$ cat config.mk
export PLATFORM = sky130hd
export DESIGN_NAME = uart_tx_fifo
export DESIGN_NICKNAME = d
export VERILOG_FILES = /design/src/rtl/uart_tx_fifo.sv
export SDC_FILE = /design/constraint.sdc
export NUM_CORES = 1
export LEC_CHECK = 0
export ABC_AREA = 1
export BUFFER_PORTS_ARGS = -buffer_cell sky130_fd_sc_hd__clkbuf_2
export CAP_MARGIN = 20
export CELL_PAD_IN_SITES_DETAIL_PLACEMENT = 0
export CELL_PAD_IN_SITES_GLOBAL_PLACEMENT = 1
export CORE_AREA = 2 2 97 146
export CTS_CLUSTER_SIZE = 28
export DETAILED_ROUTE_END_ITERATION = 10
export DIE_AREA = 0 0 99 148
export PLACE_DENSITY_LB_ADDON = 0.1
export SLEW_MARGIN = 20
export SYNTH_ARGS = -nofsm -noshare
export SYNTH_HDL_FRONTEND = slang
export SYNTH_SLANG_ARGS = --single-unit
$ cat constraint.sdc
create_clock -name sys_clk_i -period 6.7 [get_ports sys_clk_i]
set_clock_uncertainty 0.15 [all_clocks]
set_input_delay 0.335 -clock sys_clk_i [delete_from_list [all_inputs] [get_ports sys_clk_i]]
set_output_delay 0.335 -clock sys_clk_i [all_outputs]
set_load 0.01 [all_outputs]
$ cat src/rtl/uart_tx_fifo.sv
// Buffered 8N1 UART transmitter: CPU writes fill a FIFO, a baud FSM drains it.
// Ports: sys_clk_i/sys_rst_i (sync, active-low), uart_wr_i/uart_dat_i push a byte,
// uart_rd_i clears overflow, uart_data_o status word, uart_tx_o serial line.
module uart_tx_fifo #(
  parameter int BAUDRATE = 115200,
  parameter int F_CLK    = 50000000,
  parameter int DEPTH    = 8
) (
  input  logic        sys_clk_i,
  input  logic        sys_rst_i,
  input  logic        uart_wr_i,
  input  logic [7:0]  uart_dat_i,
  input  logic        uart_rd_i,
  output logic [31:0] uart_data_o,
  output logic        uart_tx_o
);

  localparam int DIV = F_CLK / BAUDRATE;
  localparam int AW  = $clog2(DEPTH);
  localparam int CW  = AW + 1;
  localparam int BW  = $clog2(DIV);

  if (DIV < 2) begin : g_bad_div
    $error("uart_tx_fifo: F_CLK / BAUDRATE must be >= 2");
  end

  if (DEPTH < 2 || DEPTH > 8 || (DEPTH & (DEPTH - 1)) != 0) begin : g_bad_depth
    $error("uart_tx_fifo: DEPTH must be a power of 2 in 2..8");
  end

  typedef enum logic [1:0] {
    IDLE,
    START,
    DATA,
    STOP
  } state_t;

  state_t        state;
  logic [7:0]    mem [DEPTH];
  logic [AW-1:0] wr_ptr;
  logic [AW-1:0] rd_ptr;
  logic [CW-1:0] count;
  logic          overflow;
  logic [7:0]    shift;
  logic [2:0]    bit_cnt;
  logic [BW-1:0] baud_cnt;

  logic full;
  logic empty;
  logic baud_last;
  logic pop;
  logic push;
  logic ovf_set;

  assign full      = count == CW'(DEPTH);
  assign empty     = count == '0;
  assign baud_last = baud_cnt == BW'(DIV - 1);

  // Pop when idle, or on the last stop cycle so frames run back to back.
  assign pop = !empty &&
               (state == IDLE || (state == STOP && baud_last));

  // A pop in the same cycle frees a slot, so a write into a full FIFO
  // is still accepted then.
  assign push    = uart_wr_i && (!full || pop);
  assign ovf_set = uart_wr_i && full && !pop;

  always_ff @(posedge sys_clk_i) begin
    if (push) begin
      mem[wr_ptr] <= uart_dat_i;
    end
  end

  always_ff @(posedge sys_clk_i) begin
    if (!sys_rst_i) begin
      wr_ptr   <= '0;
      rd_ptr   <= '0;
      count    <= '0;
      overflow <= 1'b0;
    end else begin
      if (push) begin
        wr_ptr <= wr_ptr + 1'b1;
      end
      if (pop) begin
        rd_ptr <= rd_ptr + 1'b1;
      end
      count    <= count + CW'(push) - CW'(pop);
      // Set wins over a same-cycle status read.
      overflow <= ovf_set | (overflow & ~uart_rd_i);
    end
  end

  always_ff @(posedge sys_clk_i) begin
    if (!sys_rst_i) begin
      state     <= IDLE;
      uart_tx_o <= 1'b1;
      shift     <= '0;
      bit_cnt   <= '0;
      baud_cnt  <= '0;
    end else begin
      unique case (state)
        IDLE: begin
          uart_tx_o <= 1'b1;
          if (pop) begin
            shift    <= mem[rd_ptr];
            bit_cnt  <= '0;
            baud_cnt <= '0;
            state    <= START;
          end
        end
        START: begin
          uart_tx_o <= 1'b0;
          if (baud_last) begin
            baud_cnt <= '0;
            state    <= DATA;
          end else begin
            baud_cnt <= baud_cnt + 1'b1;
          end
        end
        DATA: begin
          uart_tx_o <= shift[0];
          if (baud_last) begin
            baud_cnt <= '0;
            shift    <= {1'b0, shift[7:1]};
            bit_cnt  <= bit_cnt + 3'd1;
            if (bit_cnt == 3'd7) begin
              state <= STOP;
            end
          end else begin
            baud_cnt <= baud_cnt + 1'b1;
          end
        end
        STOP: begin
          uart_tx_o <= 1'b1;
          if (baud_last) begin
            baud_cnt <= '0;
            if (pop) begin
              shift   <= mem[rd_ptr];
              bit_cnt <= '0;
              state   <= START;
            end else begin
              state <= IDLE;
            end
          end else begin
            baud_cnt <= baud_cnt + 1'b1;
          end
        end
      endcase
    end
  end

  always_comb begin
    uart_data_o          = '0;
    uart_data_o[0]       = (state != IDLE) | ~empty;
    uart_data_o[1]       = full;
    uart_data_o[2]       = empty;
    uart_data_o[3]       = overflow;
    uart_data_o[8 +: CW] = count;
  end

endmodule
==> reports/metrics.cfg <==
[floorplanning]
die_w_um=99
start_util=0.3554
core_sq_um=13340
die_h_um=148
row_count=52
die_area_sq_um=14650
ios=45

[clock_tree]
clock_latency_ns=0.34
cts_tree=built
clk_pin_slew_ns=0.06
cts.htree.levels=3
clock_sinks=101
cts_buffers=9
clk_root_buffer_cell=clkbuf_16
cts_hold_buf=0
cts_buffer_depth=2
post_cts_buffers=0
post_cts_resized=0

[global_route]
grt_busiest_layer=met2
grt_max_degree=34
grt_remaining_overflow=0
use_met1=0.1687
grtUsageMet2=0.2547
grt.total_usage=0.1447
grt_pass1_wl_um=16330
gr-usage-met3=0.02742
grt_pass1_vias=3197
antenna_found_initial=0

[synthesis]
syn_area_sq_um=4741
avgSynthCellArea_sq_um=9.369
synth_seq_area_share=0.5616
synthDistinctLibCells=34
synth_warnings=0
ys_ff_latch=101
syn_inst=506

[power]
cellPowerDensity_nw_per_um2=372.7
power_mw=1.924
clock_power_share=0.263
p_leak_nw=2.103
p_seq_frac=0.405
combinationalPowerShare=0.332
switching_share=0.3614
p_sw_mw=0.6955
intPower_mw=1.229
ir_worst_vdd_uv=176.5

[timing]
timing.final.crit_share=0.3799
fmax_ghz=0.3929
max_slew.worst_pin.slew_ns=0.9521
hold_viol_final=0
fin_crit_ns=2.545
setup_viol_count_final=0
fin_tns_setup_ns=0
drv_slew=0
rsz0062_at_grt=no
relSlewSlack=0.3646

[cells_and_area]
nets=550
nFillCells=1344
drive_gt1_frac=0.09924
antenna_cells=0
ff_latch_area_sq_um=2663
multi_input_area_sq_um=1724
area_growth_pct=8.894

[route]
drt_iter0_markers=127
routed_wirelength_um=10260
ant_nets=0
routed_via_density=4.717
dr.pass1.iters=4
num_vias=3236
wl_per_cell_um=14.95
drc_errors=0

[run_status]
status=finished clean

[worst_setup_path]
cp.required_ns=6.52
worstSetupPathType=flop to flop
critPathMaxFanout=8
start_kind=flop
critPathCaptureType=flop
cp.arrival_ns=2.36

[place]
port_buffers=20
dpl.hpwl_um=7208
place.gp.congestion=0.7859

[job]
drv_cap=0

[worst_hold_path]
hp-class=input pin to flop

-- per-layer routing --
metal / up-vias / wire length [um]
li1: 1649 / -
met1: 1521 / 4312
met2: 51 / 5434
met3: 15 / 279
met4: 0 / 231
met5: - / 0
-- worst max-delay path, stage by stage (launching register included) --
cell,delay [ns]
dfxtp_1,0.43
ha_1,0.27
nor2_1,0.10
nor2_4,0.20
nand2_8,0.10
nand2_2,0.12
nand3_1,0.15
nor2_1,0.66
-- cell usage after synthesis (all sizes together) --
library cell  instances  area [sq um]
nand2               140         588.1
nand3                69         345.3
edfxtp               64          1922
inv                  40         150.1
dfxtp                37         740.7
buf                  36         252.7
nor2                 35         151.4
a21oi                27         135.1
ha                   17         212.7
o21ai                10         50.05
clkbuf                9         33.78
nor3                  5         25.02
xor2                  4         35.03
or2                   2         12.51
a211oi                1         7.510
and3                  1         6.260
clkinv                1         3.750
conb                  1         3.750
fa                    1         20.02
nand3b                1         7.510
nor3b                 1         7.510
o211ai                1         7.510
o21bai                1         7.510
o22ai                 1         6.260
xnor2                 1         8.760
-- state kept, by name, summed over array words and instances, names as in the netlist, named ones only --
name	count
state	2
wr_ptr	3
baud_cnt	9
bit_cnt	3
shift	8
uart_tx_o	1
rd_ptr	3
count	4
mem	64
overflow	1
-- area by class of cell --
cell class,instances,share of cell area
Multi-Input combinational cell,342,0.3340
Sequential cell,101,0.5158
Clock buffer,10,0.04435
Tap cell,162,0.03926
Clock inverter,5,0.01018
Inverter,41,0.02981
Timing Repair Buffer,25,0.02666
-- power by group through the flow --
stage,clock network [mW],logic (mW),registers [mW]
2_1_floorplan,0,0.514,0.780
3_3_place_gp,0,0.646,0.792
3_5_place_dp,0,0.646,0.794
4_1_cts,0.527,0.649,0.780
5_1_grt,0.549,0.733,0.788
6_report,0.506,0.639,0.779
-- layout by cell type (no fill, tap or decap) --
cell type,instances
conb_1,24
xnor2_1,1
clkinvlp_4,2
and3_1,1
clkbuf_2,20
buf_4,5
nand2_8,2
fa_1,1
clkinv_1,3
bufinv_16,1
nand3b_1,1
ha_1,17
o22ai_1,1
nor3_1,5
nand2_1,132
dfxtp_1,37
a21oi_1,27
o21ai_0,10
nor2_1,31
inv_1,39
a211oi_1,1
nand2_4,3
nor3b_1,1
xor2_1,4
nor2_4,2
edfxtp_1,64
nor2_2,2
nand3_1,69
clkbuf_1,1
o21bai_1,1
clkbuf_16,9
inv_2,1
o211ai_1,1
nand2_2,3
or2_2,2
-- cell families after synthesis --
family | Yosys count | synth area share
compound gates | 41 | 0.04513
xor+xnor | 5 | 0.009237
fa+ha+maj | 18 | 0.04909
buf+inv | 86 | 0.09290
flops | 101 | 0.5616
other cells | 1 | 0.0007910
simple gates | 254 | 0.2412
-- final timing paths --
path,startpoint,endpoint,slack [ns],depth (start not counted)
hold reg to reg,bit_cnt[2],bit_cnt[2],0.32,2
setup reg to reg,state[0],mem[5][4],4.15,7
hold / removal,uart_rd_i,overflow,0.11,4
setup / recovery,state[0],mem[5][4],4.15,7
-- metrics by stage --
step	hold WS, ns	instances	worst slack (ns)	util	area, sq um
finish	0.1088	686	4.155	0.3871	5162
global route	0.1382	686	3.950	0.3871	5162
CTS	0.09139	686	4.119	0.3871	5162
detailed placement	0.3123	671	4.122	0.3659	4881
global placement	0.3022	671	4.188	0.3659	4881
floorplan	0.2839	529	4.319	-	4827
Note: power is estimated with default switching activity, not from simulation.
